===== config.mk =====
export PLATFORM = sky130hd
export DESIGN_NAME = instr_fetch
export DESIGN_NICKNAME = d
export VERILOG_FILES = /design/src/rtl/instr_fetch.sv
export SDC_FILE = /design/constraint.sdc
export NUM_CORES = 1
export LEC_CHECK = 0
export CORE_ASPECT_RATIO = 0.75
export CORE_MARGIN = 2
export CORE_UTILIZATION = 40
export DETAILED_ROUTE_END_ITERATION = 7
export HOLD_SLACK_MARGIN = 0.15
export PLACE_DENSITY = 0.79
export SYNTH_ARGS = -nofsm -noshare
export SYNTH_HDL_FRONTEND = slang
export SYNTH_SLANG_ARGS = --single-unit

===== constraint.sdc =====
create_clock -name clk -period 3.67 [get_ports clk]
set_input_delay 0.5505 -clock clk [delete_from_list [all_inputs] [get_ports clk]]
set_output_delay 0.5505 -clock clk [all_outputs]
set_load 0.01 [all_outputs]

===== src/rtl/instr_fetch.sv =====
`default_nettype none
// ============================================================================
//  Module   : instr_fetch
//  Purpose  : Instruction fetch stage ahead of the decoder. Owns the PC,
//             fetches words over a req/ack handshake, holds each instruction
//             valid until accepted, then steps the PC (seq/J/JR/BEQ/BNE).
//             A fetch that is not acknowledged within TIMEOUT cycles parks
//             the stage in a sticky FAULT state until reset.
//  Config   : IFETCH_ALIGN_CHECK_EN - when defined, a misaligned next PC
//             (only reachable through JR) faults instead of being rounded
//             down to a word boundary.
//  Revision : 1.0 - initial release
// ============================================================================
module instr_fetch #(
  parameter logic [31:0] RESET_PC = 32'h0000_0000,
  parameter int          TIMEOUT  = 16
) (
  input  logic        clk,
  input  logic        reset,
  // instruction memory side
  output logic [31:0] imemAddr,
  output logic        imemReq,
  input  logic        imemAck,
  input  logic [31:0] imemData,
  // decoder side
  output logic [31:0] instr,
  output logic        instrValid,
  input  logic        instrAccept,
  output logic [31:0] pc,
  output logic [31:0] pcPlus4,
  // next-PC controls, meaningful only alongside instrAccept
  input  logic [1:0]  pcSrcCtrl,
  input  logic        bneCtrl,
  input  logic        aluZero,
  input  logic [25:0] jAddr,
  input  logic [31:0] imm,
  input  logic [31:0] jrTarget,
  // status
  output logic        fault
);

  // Counter wide enough to hold TIMEOUT-1; at least one bit for TIMEOUT=1.
  localparam int                 c_CNT_W    = (TIMEOUT > 1) ? $clog2(TIMEOUT) : 1;
  localparam logic [c_CNT_W-1:0] c_CNT_LAST = c_CNT_W'(TIMEOUT - 1);

  localparam logic [1:0] c_SRC_SEQ = 2'd0;
  localparam logic [1:0] c_SRC_J   = 2'd1;
  localparam logic [1:0] c_SRC_JR  = 2'd2;
  localparam logic [1:0] c_SRC_BR  = 2'd3;

  typedef enum logic [1:0] {
    ST_FETCH = 2'd0,
    ST_HOLD  = 2'd1,
    ST_FAULT = 2'd2
  } state_t;

  state_t             r_state;
  logic [c_CNT_W-1:0] r_cnt;
  logic [31:0]        r_pc;
  logic [31:0]        r_instr;
  logic               r_req;
  logic               r_valid;
  logic               r_fault;

  logic [31:0]        w_pc_plus4;
  logic [31:0]        w_br_target;
  logic               w_taken;
  logic [31:0]        w_target;
  logic [31:0]        w_next_pc;
  logic               w_misalign;

  assign w_pc_plus4  = r_pc + 32'd4;
  assign w_br_target = w_pc_plus4 + (imm << 2);
  assign w_taken     = bneCtrl ? ~aluZero : aluZero;

  // Raw next-PC selection from the decoder's control outputs.
  always_comb begin
    w_target = w_pc_plus4;
    case (pcSrcCtrl)
      c_SRC_SEQ: w_target = w_pc_plus4;
      c_SRC_J:   w_target = {w_pc_plus4[31:28], jAddr, 2'b00};
      c_SRC_JR:  w_target = jrTarget;
      c_SRC_BR:  w_target = w_taken ? w_br_target : w_pc_plus4;
      default:   w_target = w_pc_plus4;
    endcase
  end

`ifdef IFETCH_ALIGN_CHECK_EN
  // Keep the target as-is and flag a misaligned word address.
  assign w_next_pc  = w_target;
  assign w_misalign = |w_target[1:0];
`else
  // Round the target down to a word boundary; never faults.
  assign w_next_pc  = w_target & 32'hFFFF_FFFC;
  assign w_misalign = 1'b0;
`endif

  // Fetch/hold/fault sequencer with registered handshake and status outputs.
  always_ff @(posedge clk) begin
    if (reset) begin
      r_state <= ST_FETCH;
      r_pc    <= RESET_PC;
      r_instr <= 32'h0;
      r_cnt   <= '0;
      r_req   <= 1'b1;
      r_valid <= 1'b0;
      r_fault <= 1'b0;
    end else begin
      case (r_state)
        ST_FETCH: begin
          if (imemAck) begin
            r_instr <= imemData;
            r_cnt   <= '0;
            r_req   <= 1'b0;
            r_valid <= 1'b1;
            r_state <= ST_HOLD;
          end else if (r_cnt == c_CNT_LAST) begin
            r_cnt   <= '0;
            r_req   <= 1'b0;
            r_fault <= 1'b1;
            r_state <= ST_FAULT;
          end else begin
            r_cnt   <= r_cnt + 1'b1;
          end
        end
        ST_HOLD: begin
          if (instrAccept) begin
            if (w_misalign) begin
              r_valid <= 1'b0;
              r_fault <= 1'b1;
              r_state <= ST_FAULT;
            end else begin
              r_pc    <= w_next_pc;
              r_valid <= 1'b0;
              r_req   <= 1'b1;
              r_cnt   <= '0;
              r_state <= ST_FETCH;
            end
          end
        end
        ST_FAULT: begin
          r_req   <= 1'b0;
          r_valid <= 1'b0;
          r_fault <= 1'b1;
        end
        default: begin
          r_req   <= 1'b0;
          r_valid <= 1'b0;
          r_fault <= 1'b1;
          r_state <= ST_FAULT;
        end
      endcase
    end
  end

  assign imemAddr   = r_pc;
  assign imemReq    = r_req;
  assign instr      = r_instr;
  assign instrValid = r_valid;
  assign pc         = r_pc;
  assign pcPlus4    = w_pc_plus4;
  assign fault      = r_fault;

endmodule
`default_nettype wire


## Yosys cells after proc, flatten, opt, wreduce, memory -nomap -nowiden

Index checks and enable logic that the tools add are counted.
Widths: inputs -> output; s select.

- Logic and storage cells: 55
- Register bits: 71

- Mux-type cells: 21
- Add/subtract/negate cells: 3
- Bitwise logic cells: 3
- Reduce and logical (&&, ||, !) cells: 10
- Eq/ne operators: 11

Operators by type and width:

| cell | number |
|---|---|
| $pmux 32 s4 | 1 |
| $add 32x3->32 const B | 1 |
| $add 32x32->32 | 1 |
| $mux 32 | 1 |
| $mux 4 | 3 |
| $reduce_and 2->1 | 5 |
| $mux 1 | 8 |
| $ne 2x2->1 const B | 4 |
| $pmux 4 s2 | 1 |
| $eq 2x2->1 const B | 3 |
| $mux 2 | 3 |
| $pmux 1 s2 | 3 |
| $pmux 2 s3 | 1 |
| $reduce_and 3->1 | 2 |
| $add 4x1->4 const B | 1 |
| $eq 2x1->1 const B | 2 |
| $eq 4x4->1 const B | 1 |
| $logic_not 2->1 | 2 |
| $ne 3x3->1 const B | 1 |
| $not 1->1 | 3 |
| $reduce_bool 2->1 | 1 |

## Logic depth before layout (Yosys ltp)

Gate-level depths: netlist of the first run.

- Depth in word-level cells: 4
- Depth in mapped cells: 17
- Gate-level depth less buffers: 15

## Least setup slack after synthesis of the first run

Ideal clock, no wire load.

- Path kind: register -> register
- Start point: reg r_pc[2], in the netlist imemAddr[2]
- End point: reg r_pc[31], in the netlist imemAddr[31]
- Arrival time: 3550 ps
- Data required time: 3554 ps
- Stages on the path, launching flop included: 18
- Path slack: 3 ps
- Period minus slack after synthesis: 3667 ps
- Buffers on the path: 2
- Path through: dfxtp_1 ha_1 and4_1 and3_1 buf_4 nand2_1 nor2_1 xnor2_1 ha_1 buf_2 a21o_1 a21o_1 a211o_1 o32ai_2 o41ai_2 mux2i_1 o21ai_1 a41o_1

- Longest elaborated chain between the ends: 4

Ends and longest elaborated chain:

| item | line | text |
|---|---|---|
| from (decl) | 59 | `logic [31:0] r_pc;` |
| from (signal assigned) | 133 | `r_pc <= w_next_pc;` |
| $add 32x3->32 | 72 | `assign w_pc_plus4 = r_pc + 32'd4;` |
| via pcPlus4[28] | 30 | `output logic [31:0] pcPlus4,` |
| $add 32x32->32 | 73 | `assign w_br_target = w_pc_plus4 + (imm << 2);` |
| $mux 32 | 83 | `c_SRC_BR: w_target = w_taken ? w_br_target : w_pc_plus4;` |
| $pmux 32 s4 | 79 | `case (pcSrcCtrl)` |

The timed path passes the listed nets, and every way through them passes these cells.
A chain may end at the register's enable or synchronous reset.

## Final worst setup path of the first run

- Start point: reg r_pc[3], in the netlist imemAddr[3]
- End point: reg r_pc[31], in the netlist imemAddr[31]

- Longest elaborated chain between the ends: 4

Ends and longest elaborated chain:

| item | line |
|---|---|
| $add 32x3->32 * | 72 |
| $add 32x32->32 | 73 |
| $mux 32 | 83 |
| $pmux 32 s4 * | 79 |

Every way passes the cells marked *; elsewhere a longest branch is shown, timed or not.

==> qor.csv, run 1 <==
stage;metric;value;unit
placement;hpwl;19100;um
floorplanning;dieArea;16500;um2
cells_and_area;drive_above_1_share;18.1;%
global_routing;grt_max_degree;45;
clock_tree;cts_tree;yes;
logic_synthesis;synth_area_leaders;dfxtp_1 (23%), a21oi_1 (8.3%), nand2_1 (8.1%), ha_1 (7.3%), buf_4 (4.5%);
power;finalPower;2.73;mW
floorplanning;coreArea;15200;um2
clock_tree;cts_hold_buf;0;
logic_synthesis;ys_top_cells_by_count;nand2_1 (134), a21oi_1 (103), dfxtp_1 (71), nor2_1 (54), o21ai_0 (51);
run_status;outcome;finished clean;
setup_path;cp.required;3.90;ns
setup_path;start_kind;flop;
logic_synthesis;yosysMostFrequentCell;nand2_1;
setup_path;worst-setup-path-type;flop to flop;
cells_and_area;fin_nets;1307;
routing;wl_per_cell;18.7;um
floorplanning;die_y;112;um
logic_synthesis;syn_area;6180;um2
logic_synthesis;synthFlopType;dfxtp_1;
logic_synthesis;postSynthAreaPerCell;7.37;um2
logic_synthesis;synthCells;839;
min_path;hp-class;flop to flop;
setup_path;crit_buf_inv;2;
clock_tree;clock-root-buffer;clkbuf_16;
clock_tree;cts.sinks;71;
sta;finalCriticalPeriod;3.67;ns
sta;hold_ws;0.448;ns
logic_synthesis;yosysUniqueCellTypes;78;
clock_tree;cts_buffers;9;
setup_path;cp_slowest_cell;a211o_1;
sta;max_slew_margin;19.3;%
routing;avgViaCountPerCell;5.65;
setup_path;crit_family;compound AO/OA/AOI/OAI gates;
sta;drv_slew;0;
setup_path;path_cells;ha_4 > and4_4 > and3_4 > buf_12 > nand2_8 > xnor2_4 > ha_4 > and3_4 > nor3b_4 > a32oi_2 > a211o_1 > o41ai_2 > mux2i_1 > buf_4 > o21ai_2 > a41o_1;
logic_synthesis;synth_top_area_share;23.0;%
placement;dp_slack;-0.0692;ns
routing;totalWireLength;25200;um
routing;via_count;7628;
cells_and_area;fillerInstances;1249;
routing;dr.pass1.iters;8;
global_routing;overflow;0;
logic_synthesis;yosysSeqAreaShare;23.0;%
routing;drt_iter0_markers;954;
global_routing;first_global_vias;6813;
sta;finalCritPeriodShare;100;%
clock_tree;clk_pin_slew_worst_paths;0.06;ns
routing;ant_nets;0;
power;power_density;272;nW/um2
power;p_leak;4.10;nW
sta;fmax;273;MHz
setup_path;path_max_fanout;6;
setup_path;end_kind;flop;
logic_synthesis;ys_ff_latch;71;
sta;finalHoldViolations;0;
logic_synthesis;synth_edf_count;0;
global_routing;antenna_found_initial;0;
clock_tree;clk_path_buf_depth;2;
setup_path;cp.arrival;3.90;ns
global_routing;grtUsageTotal;28.5;%
cells_and_area;area_growth;62.5;%
setup_path;slowest_delay;0.38;ns
sta;setup_violations;0;
sta;fin_ws;0.00167;ns
sta;clock_skew;0.00487;ns
clock_tree;clk_latency;0.34;ns
global_routing;grt_first_pass_wirelength;37000;um
placement;gp_congestion;1.04;
routing;route.detailed.drc;0;
floorplanning;initial_utilization;40.7;%
logic_synthesis;yosys.area.top_type;dfxtp_1;
cells_and_area;num_antenna_cells;0;
power;ir_drop;0.198;mV
logic_synthesis;synthArstFlopShare;0;%
sta;tightestPinTransition;1.21;ns
run;drv_cap;0;
floorplanning;die_x;148;um
floorplanning;row_count;39;
placement;port_buffers;250;
clock_tree;h-tree-depth;3;
floorplanning;io_pins;261;
logic_synthesis;ys_warn_count;0;
-- cell type report --
class	instances	area (um2)	share of cell area (%)
Clock inverter	7	61.3	0.610
Tap cell	205	256	2.55
Multi-Input combinational cell	666	4580	45.6
Clock buffer	9	225	2.24
Inverter	30	113	1.12
Timing Repair Buffer	362	3380	33.7
Sequential cell	71	1430	14.2
-- power breakdown --
| group | internal [mW] | leakage (nW) | switching [mW] |
|---|---|---|---|
| Clock | 0.470 | 0.135 | 0.371 |
| Combinational | 0.532 | 3.38 | 0.509 |
| Sequential | 0.815 | 0.583 | 0.0306 |
| Total | 1.82 | 4.10 | 0.910 |
-- sequential cells by signal, summed over array words and instances, names as in the netlist --
name        flops
instrValid      1
fault           1
r_cnt           4
imemReq         1
instr          32
r_state         2
imemAddr       30
-- per-stage QoR --
| step | utilization [%] | instances | setup TNS [ns] | instance area (um2) |
|---|---|---|---|---|
| 2_1_floorplan | - | 844 | 0 | 6200 |
| 4_1_cts | 63.2 | 1334 | 0 | 9590 |
| 6_report | 66.2 | 1350 | 0 | 10000 |
| 5_1_grt | 66.2 | 1350 | -0.133 | 10000 |
| 3_5_place_dp | 60.8 | 1312 | -0.0692 | 9230 |
| 3_3_place_gp | 60.8 | 1312 | -0.0221 | 9230 |
-- worst min-delay path: stages (launching register included) --
cell,delay (ns)
dfxtp_1,0.31
inv_1,0.05
a21oi_1,0.05
-- cell usage in the layout (no fill, tap or decap), drive strengths merged, types with 5 or more instances in the layout --
master,count
dfxtp,71
ha,36
nor3,16
and4,6
nand3b,7
xor2,18
inv,34
nand3,21
o221ai,5
clkbuf,10
o211ai,5
nor3b,5
nor2,54
and3,14
o21ai,53
a211oi,7
conb,6
nand4,6
clkdlybuf4s50,248
a21oi,103
buf,112
nand2b,9
a31oi,12
mux4,8
and2,6
nand2,135
o21a,13
a21o,11
mux2i,6
or3,6
nor2b,9
xnor2,24
-- what timing repair did --
item                       4_1_cts  5_1_grt
buffers inserted                 6       15
pin swaps                        2       26
resized for setup                7       60
setup endpoints to repair        1       12
gates cloned                     0        1
-- worst paths after layout --
check / cells past startpoint / slack [ns] / to / startpoint
worst min register to register: 2 / 0.45 / fault / fault
worst max-delay path: 16 / 0.002 / imemAddr[31] / imemAddr[3]
worst max register to register: 16 / 0.002 / imemAddr[31] / imemAddr[3]
worst min-delay path: 2 / 0.45 / fault / fault
-- layer usage --
metal	vias up	routed length [um]	GRT usage, %
met5	-	0	0
met4	0	690	8.33
met3	72	3100	7.50
met2	526	10900	43.1
met1	3445	10500	39.9
li1	3585	-	-
-- logic make-up (layout without fill, tap and decap cells) --
family                   after synthesis  after routing  share of synthesized area (%)
AND/OR/NAND/NOR                      303            303                           23.4
AO/OA/AOI/OAI                        263            263                           27.1
other                                  1              6                         0.0607
flip-flops                            71             71                           23.0
XOR/XNOR                              42             42                           5.95
multiplexers                          15             15                           4.07
adder cells (fa/ha/maj)               37             37                           7.61
buffers and inverters                107            408                           8.83
(Power assumes the default switching activity.)
==> inputs of run 2 (changes only) <==
--- a/config.mk
+++ b/config.mk
@@ -8,9 +8,11 @@
 export CORE_ASPECT_RATIO = 0.75
 export CORE_MARGIN = 2
 export CORE_UTILIZATION = 40
+export CTS_BUF_LIST = sky130_fd_sc_hd__clkbuf_8
 export DETAILED_ROUTE_END_ITERATION = 7
 export HOLD_SLACK_MARGIN = 0.15
 export PLACE_DENSITY = 0.79
+export RECOVER_POWER = 25
 export SYNTH_ARGS = -nofsm -noshare
 export SYNTH_HDL_FRONTEND = slang
 export SYNTH_SLANG_ARGS = --single-unit
==> run 2 against run 1 <==
- the run now ends with max-capacitance violations, max-slew violations left
- largest cell class unchanged
- fmax is 0.69% higher
- critical path type unchanged
- power shrank 9.3%
- cell count is 0.44% lower
==> qor.csv, run 2 (synthesis results as in run 1) <==
stage;metric;value;unit;change
sta;rsz0062_at_grt;yes;;
setup_path;slowest_delay;0.38;ns;about the same
cells_and_area;final_common_cell;clkdlybuf4s50_1;;
cells_and_area;fin_nets;1301;;-0.46%
global_routing;gr-usage-met2;42.1;%;-0.96 points
setup_path;worst-setup-path-type;flop to flop;;
min_path;worstHoldStart;fault;;
placement;hpwl;19100;um;unchanged
run_status;violations;max-capacitance violations, max-slew violations;;
setup_path;cp_slowest_cell;a211o_1;;
cells_and_area;num_antenna_cells;0;;unchanged
global_routing;grtUsageMet3;7.01;%;-0.49 points
placement;place_area;9230;um2;unchanged
routing;route.detailed.drc;0;;unchanged
sta;finalHoldViolations;0;;unchanged
floorplanning;coreArea;15200;um2;unchanged
floorplanning;dieArea;16500;um2;unchanged
clock_tree;clk_pin_slew_worst_paths;0.09;ns;+0.03 ns
floorplanning;die_x;148;um;unchanged
placement;port_buffers;250;;unchanged
run_status;outcome;complete, but fails checks;;
sta;setup_violations;0;;unchanged
power;clock_power_share;24.6;%;-6.2 points
setup_path;start_kind;flop;;
power;internal-power;1.59;mW;-13%
sta;drv_slew;45;;+45
setup_path;critPathLaunch;imemAddr[3];;
sta;tightestPinTransition;2.24;ns;+1.03 ns
power;ir_drop;0.150;mV;-25%
routing;dr.pass1.iters;6;;-2
clock_tree;clock-root-buffer;clkbuf_8;;
cells_and_area;fin_area;9870;um2;-1.8%
cells_and_area;layout_common_cells;clkdlybuf4s50_1 (210), nand2_1 (131), a21oi_1 (102);;
routing;drt_iter0_markers;861;;-9.7%
global_routing;top_usage_layer;met2;;
clock_tree;clk_path_buf_depth;2;;unchanged
floorplanning;io_pins;261;;unchanged
setup_path;cp.required;3.82;ns;-0.08 ns
power;switching_share;35.8;%;+2.4 points
global_routing;first_global_vias;6760;;-0.78%
global_routing;grtUsageMet1;40.1;%;+0.20 points
clock_tree;cts_hold_buf;0;;unchanged
sta;max_slew_margin;-49.3;%;-69 points
floorplanning;initial_utilization;40.7;%;unchanged
global_routing;antenna_found_initial;0;;unchanged
power;finalPower;2.47;mW;-9.3%
cells_and_area;drive_above_1_share;17.3;%;-0.78 points
setup_path;end_kind;flop;;
global_routing;grt_first_pass_wirelength;36700;um;-0.87%
min_path;hp-class;flop to flop;;
clock_tree;cts_buffers;9;;unchanged
placement;gp_congestion;1.04;;unchanged
sta;finalCriticalPeriod;3.64;ns;-0.0251 ns
cells_and_area;area_growth;59.6;%;
clock_tree;clk_latency;0.37;ns;+0.03 ns
setup_path;path_cells;ha_4 > and4_4 > and3_4 > buf_12 > nand2_4 > xnor2_4 > ha_4 > and3_4 > nor3b_4 > a32oi_2 > a211o_1 > buf_4 > a21bo_1 > a31o_1 > a211oi_2 > a2111oi_2;;
global_routing;grtUsageTotal;28.2;%;-0.27 points
global_routing;overflow;0;;unchanged
power;p_sw;885;uW;-2.8%
sta;finalCritPeriodShare;99.3;%;-0.68 points
power;pwr-share-comb;41.3;%;+3.1 points
routing;wl_per_cell;18.6;um;-0.45%
sta;clock_skew;0.00926;ns;+0.00438 ns
sta;hold_ws;0.450;ns;+0.00203 ns
run;drv_cap;1;;+1
floorplanning;row_count;39;;unchanged
routing;ant_nets;0;;unchanged
setup_path;rr_startpoint;imemAddr[3];;
routing;totalWireLength;25000;um;-0.89%
clock_tree;cts.sinks;71;;unchanged
global_routing;grt_max_degree;45;;unchanged
power;power_density;251;nW/um2;-7.7%
power;p_seq_share;34.1;%;+3.1 points
cells_and_area;largest_reg_flops;32;;unchanged
clock_tree;h-tree-depth;3;;unchanged
sta;fmax;274;MHz;+0.69%
power;p_leak;4.12;nW;+0.49%
routing;via_count;7679;;+0.67%
cells_and_area;fillerInstances;1286;;+3.0%
setup_path;path_max_fanout;6;;unchanged
floorplanning;die_y;112;um;unchanged
setup_path;cp.arrival;3.79;ns;-0.11 ns
clock_tree;cts_tree;yes;;
routing;avgViaCountPerCell;5.71;;+1.1%
## run 2: cell type report
type	instances	area, um2	area share (%)
Tap cell	205	256	2.60
Multi-Input combinational cell	666	4550	46.1
Timing Repair Buffer	356	3330	33.8
Sequential cell	71	1430	14.4
Inverter	30	113	1.14
Clock inverter	7	61.3	0.621
Clock buffer	9	124	1.26
## run 2: critical path, delay by kind of cell, from the launching register on
family / cells / cell delay [ns]
xor+xnor: 1 / 0.16
simple gates: 5 / 0.93
compound gates: 6 / 1.26
flops: 1 / 0.36
fa+ha+maj: 2 / 0.41
buf+inv: 2 / 0.30
## run 2: through the flow
step	std cells	setup slack (ns)	setup TNS (ns)	utilization [%]
2_1_floorplan	844	0.00323	0	-
3_3_place_gp	1312	-0.0221	-0.0221	60.8
3_5_place_dp	1312	-0.0692	-0.0692	60.8
4_1_cts	1328	0.0131	0	62.2
5_1_grt	1344	-0.0495	-0.151	65.0
6_report	1344	0.0268	0	65.0
## run 2: final timing paths
kind              slack [ns]  depth (start not counted)      endpoint
setup / recovery        0.03                         16  imemAddr[21]
hold / removal          0.45                          2         fault
hold reg to reg         0.45                          2         fault
setup reg to reg        0.03                         16  imemAddr[21]
## run 2: routing by layer
metal / share of wire [%] / wire length (um)
met2: 43 / 10600
met3: 13 / 3200
met1: 42 / 10400
met4: 3.1 / 775
met5: 0 / 0
## run 2: what timing repair did
item                                    in CTS  in global routing
setup buffers                                0                 15
gates resized for setup                      7                 57
gates cloned                                 0                  1
pin swaps                                    0                 29
endpoints found under the setup margin       3                 10
hold endpoints to repair                     0                  0
## run 2: power groups by stage
stage | Sequential, mW | Clock (mW) | Combinational, mW
finish | 0.844 | 0.609 | 1.02
global route | 0.850 | 0.653 | 1.09
CTS | 0.842 | 0.619 | 0.965
detailed placement | 0.860 | 0 | 0.959
global placement | 0.858 | 0 | 0.949
floorplan | 0.888 | 0 | 0.452
==> inputs of run 3 (changes only) <==
--- a/config.mk
+++ b/config.mk
@@ -5,9 +5,10 @@
 export SDC_FILE = /design/constraint.sdc
 export NUM_CORES = 1
 export LEC_CHECK = 0
+export ABC_AREA = 1
 export CORE_ASPECT_RATIO = 0.75
 export CORE_MARGIN = 2
-export CORE_UTILIZATION = 40
+export CORE_UTILIZATION = 42
 export CTS_BUF_LIST = sky130_fd_sc_hd__clkbuf_8
 export DETAILED_ROUTE_END_ITERATION = 7
 export HOLD_SLACK_MARGIN = 0.15
==> run 3 against run 2 <==
- the flow now finishes without violations
- sequential share of layout area decreased by 0.32 points
- setup slack improved by 0.18 ns
- clock-buffer cell count increased by 2
- combinational power decreased by 16%
- die area increased by 9.5%
- synthesized area increased by 15%
- clock power increased by 32%
- global-route usage increased by 1.4 points
- register-to-register slack improved by 0.18 ns
- utilization decreased by 4.8 points
- fmax increased by 5.2%
- sequential power increased by 0.9%
- critical path type unchanged
- highest routed layer unchanged
==> qor.csv, run 3 <==
stage;metric;value;unit;change
cells_and_area;area_growth;41.3;%;
logic_synthesis;syn_area;7130;um2;+15%
setup_path;r2r-end;imemAddr[25];;
power;ir_drop;0.161;mV;+8.0%
logic_synthesis;synth_top_area_share;21.0;%;-2.0 points
setup_path;rrSetupSlack;0.21;ns;+0.18 ns
floorplanning;die_x;154;um;+4.7%
min_path;holdPathEnd;imemReq;;
clock_tree;cts_buffers;9;;unchanged
min_path;min_path_cells;2;;unchanged
power;p_leak;4.95;nW;+20%
global_routing;grtUsageTotal;29.6;%;+1.4 points
power;power_density;249;nW/um2;-0.69%
run_status;outcome;finished clean;;
floorplanning;row_count;41;;+5.1%
sta;tightestPinTransition;1.29;ns;-0.950 ns
global_routing;gr-usage-met2;46.1;%;+4.0 points
sta;drv_slew;0;;-100%
clock_tree;cts_tree;yes;;
sta;finalHoldViolations;0;;unchanged
cells_and_area;multi_input_area;4600;um2;+1.0%
cells_and_area;largest_reg_flops;32;;unchanged
routing;ant_nets;0;;unchanged
global_routing;grt_first_pass_wirelength;42100;um;+15%
placement;place_area;9770;um2;+5.8%
sta;finalCriticalPeriod;3.46;ns;-0.180 ns
routing;drt_iter0_markers;924;;+7.3%
clock_tree;cts.sinks;71;;unchanged
sta;finalCritPeriodShare;94.4;%;-4.9 points
setup_path;path_max_fanout;7;;+1
logic_synthesis;synthArstFlopShare;0;%;unchanged
sta;rsz0062_at_grt;yes;;
floorplanning;dieArea;18000;um2;+9.5%
global_routing;antenna_found_initial;0;;unchanged
logic_synthesis;synth_area_leaders;nand2_1 (21%), dfxtp_1 (20%), inv_1 (10%), nor2_1 (7.5%), nand3_1 (6.6%);;
sta;finalSetupTns;0;ns;unchanged
clock_tree;h-tree-depth;3;;unchanged
sta;max_slew_margin;14.0;%;+63 points
clock_tree;clock-root-buffer;clkbuf_8;;
logic_synthesis;ys_ff_latch;71;;unchanged
global_routing;overflow;0;;unchanged
sta;hold_ws;0.456;ns;+0.00650 ns
logic_synthesis;yosysUniqueCellTypes;41;;-47%
global_routing;top_usage_layer;met2;;
global_routing;grtUsageMet3;5.27;%;-1.7 points
routing;via_count;8916;;+16%
setup_path;cp.required;3.89;ns;+0.07 ns
cells_and_area;drive_above_1_share;6.56;%;-11 points
logic_synthesis;yosys.area.top_type;nand2_1;;
logic_synthesis;ys_warn_count;0;;unchanged
min_path;worstHoldStart;imemReq;;
cells_and_area;register_area;1420;um2;-0.18%
clock_tree;cts_hold_buf;0;;unchanged
clock_tree;clk_pin_slew_worst_paths;0.08;ns;about the same
logic_synthesis;yosysMostFrequentCell;nand2_1;;
setup_path;rr_startpoint;imemAddr[21];;
min_path;hp-class;flop to flop;;
cells_and_area;final_common_cell;nand2_1;;
cells_and_area;fin_nets;1657;;+27%
setup_path;worst-setup-path-type;flop to flop;;
clock_tree;clk_path_buf_depth;2;;unchanged
cells_and_area;layout_common_cells;nand2_1 (398), clkdlybuf4s50_1 (209), inv_1 (194);;
floorplanning;io_pins;261;;unchanged
setup_path;cp.arrival;3.69;ns;-0.10 ns
cells_and_area;num_antenna_cells;0;;unchanged
logic_synthesis;synth_edf_count;0;;unchanged
sta;clock_skew;0.00558;ns;-0.00368 ns
logic_synthesis;yosysSeqAreaShare;19.9;%;-3.1 points
run;drv_cap;0;;-1
setup_path;start_kind;flop;;
logic_synthesis;synthCells;1256;;+50%
global_routing;grtUsageMet1;43.2;%;+3.1 points
floorplanning;initial_utilization;42.6;%;+1.9 points
logic_synthesis;synthFlopType;dfxtp_1;;
global_routing;first_global_vias;7937;;+17%
global_routing;grt_max_degree;46;;+2.2%
routing;totalWireLength;27700;um;+11%
logic_synthesis;ys_top_cells_by_count;nand2_1 (399), inv_1 (194), nor2_1 (143), nand3_1 (94), a21oi_1 (76);;
cells_and_area;fillerInstances;1687;;+31%
setup_path;critPathLaunch;imemAddr[21];;
clock_tree;clk_latency;0.35;ns;-0.02 ns
routing;wl_per_cell;16.2;um;-13%
sta;fmax;289;MHz;+5.2%
routing;route.detailed.drc;0;;unchanged
setup_path;end_kind;flop;;
sta;setup_violations;0;;unchanged
logic_synthesis;postSynthAreaPerCell;5.67;um2;-23%
placement;gp_congestion;0.947;;-8.7%
floorplanning;coreArea;16700;um2;+10%
floorplanning;die_y;117;um;+4.6%
routing;avgViaCountPerCell;5.21;;-8.7%
setup_path;ff2ff_path_depth;20;;+4
routing;dr.pass1.iters;5;;-1
placement;port_buffers;250;;unchanged
placement;hpwl;22500;um;+18%
power;finalPower;2.51;mW;+1.4%
cells_and_area;fin_area;10100;um2;+2.1%
==> run 3: critical path: stages, from the launching register on <==
cell and delay, ns:
dfxtp_1 0.48, nand2_1 0.14, nor2_1 0.25, nand2_1 0.17, nor2_1 0.13, nand2_1 0.10
xor2_1 0.22, inv_1 0.13, ha_1 0.32, nand2_1 0.09, nor2_1 0.22, buf_4 0.17
nand2_1 0.08, nor2_1 0.11, nand2_1 0.15, nand4_1 0.14, nand3_1 0.13, nand2_1 0.11
nand2_1 0.06, nand2_1 0.08, a21oi_1 0.06
==> run 3: layout make-up <==
| class | count | share of cell area (%) |
|---|---|---|
| multi-input combinational | 922 | 45.7 |
| clock buffer | 11 | 1.50 |
| sequential | 71 | 14.1 |
| inverter | 199 | 7.42 |
| tap | 215 | 2.67 |
| clock inverter | 5 | 1.03 |
| timing repair buffer | 287 | 27.6 |
==> run 3: layer usage <==
metal | vias to the layer above | share of wire [%]
met2 | 432 | 42
met3 | 43 | 9.6
met4 | 0 | 1.6
met5 | - | 0
met1 | 4031 | 46
li1 | 4410 | -
==> run 3: worst max path at each step <==
stage | to | slack (ns) | depth (start not counted)
global placement | imemAddr[30] | 0.33 | 19
finish | imemAddr[25] | 0.21 | 20
detailed placement | imemAddr[30] | 0.28 | 19
global route | imemAddr[22] | 0.003 | 21
CTS | imemAddr[30] | 0.26 | 19
floorplan | imemAddr[28] | 0.78 | 20
==> run 3: power by group <==
| group | total, mW | internal (mW) | switching, mW |
|---|---|---|---|
| Clock | 0.802 | 0.489 | 0.313 |
| Sequential | 0.852 | 0.817 | 0.0346 |
| Combinational | 0.854 | 0.394 | 0.460 |
==> run 3: cells by family after synthesis <==
family,after synthesis,synth area share [%]
and+or+nand+nor,689,40.6
AOI/OAI and AO/OA,171,13.8
buffers and inverters,268,16.6
adders and majority gates,37,6.60
other,1,0.0526
xor gates and xnor gates,19,2.34
DFF,71,19.9
==> run 3: timing repair <==
item	in CTS	in global routing
resized for setup	0	16
setup buffers	0	0
endpoints found under the setup margin	0	15
==> run 3: metrics by stage <==
stage	std cells	util, %	setup WS, ns
5_1_grt	1710	60.2	0.00259
2_1_floorplan	1261	-	0.776
3_5_place_dp	1694	58.4	0.281
4_1_cts	1710	59.9	0.256
6_report	1710	60.2	0.207
3_3_place_gp	1694	58.4	0.334
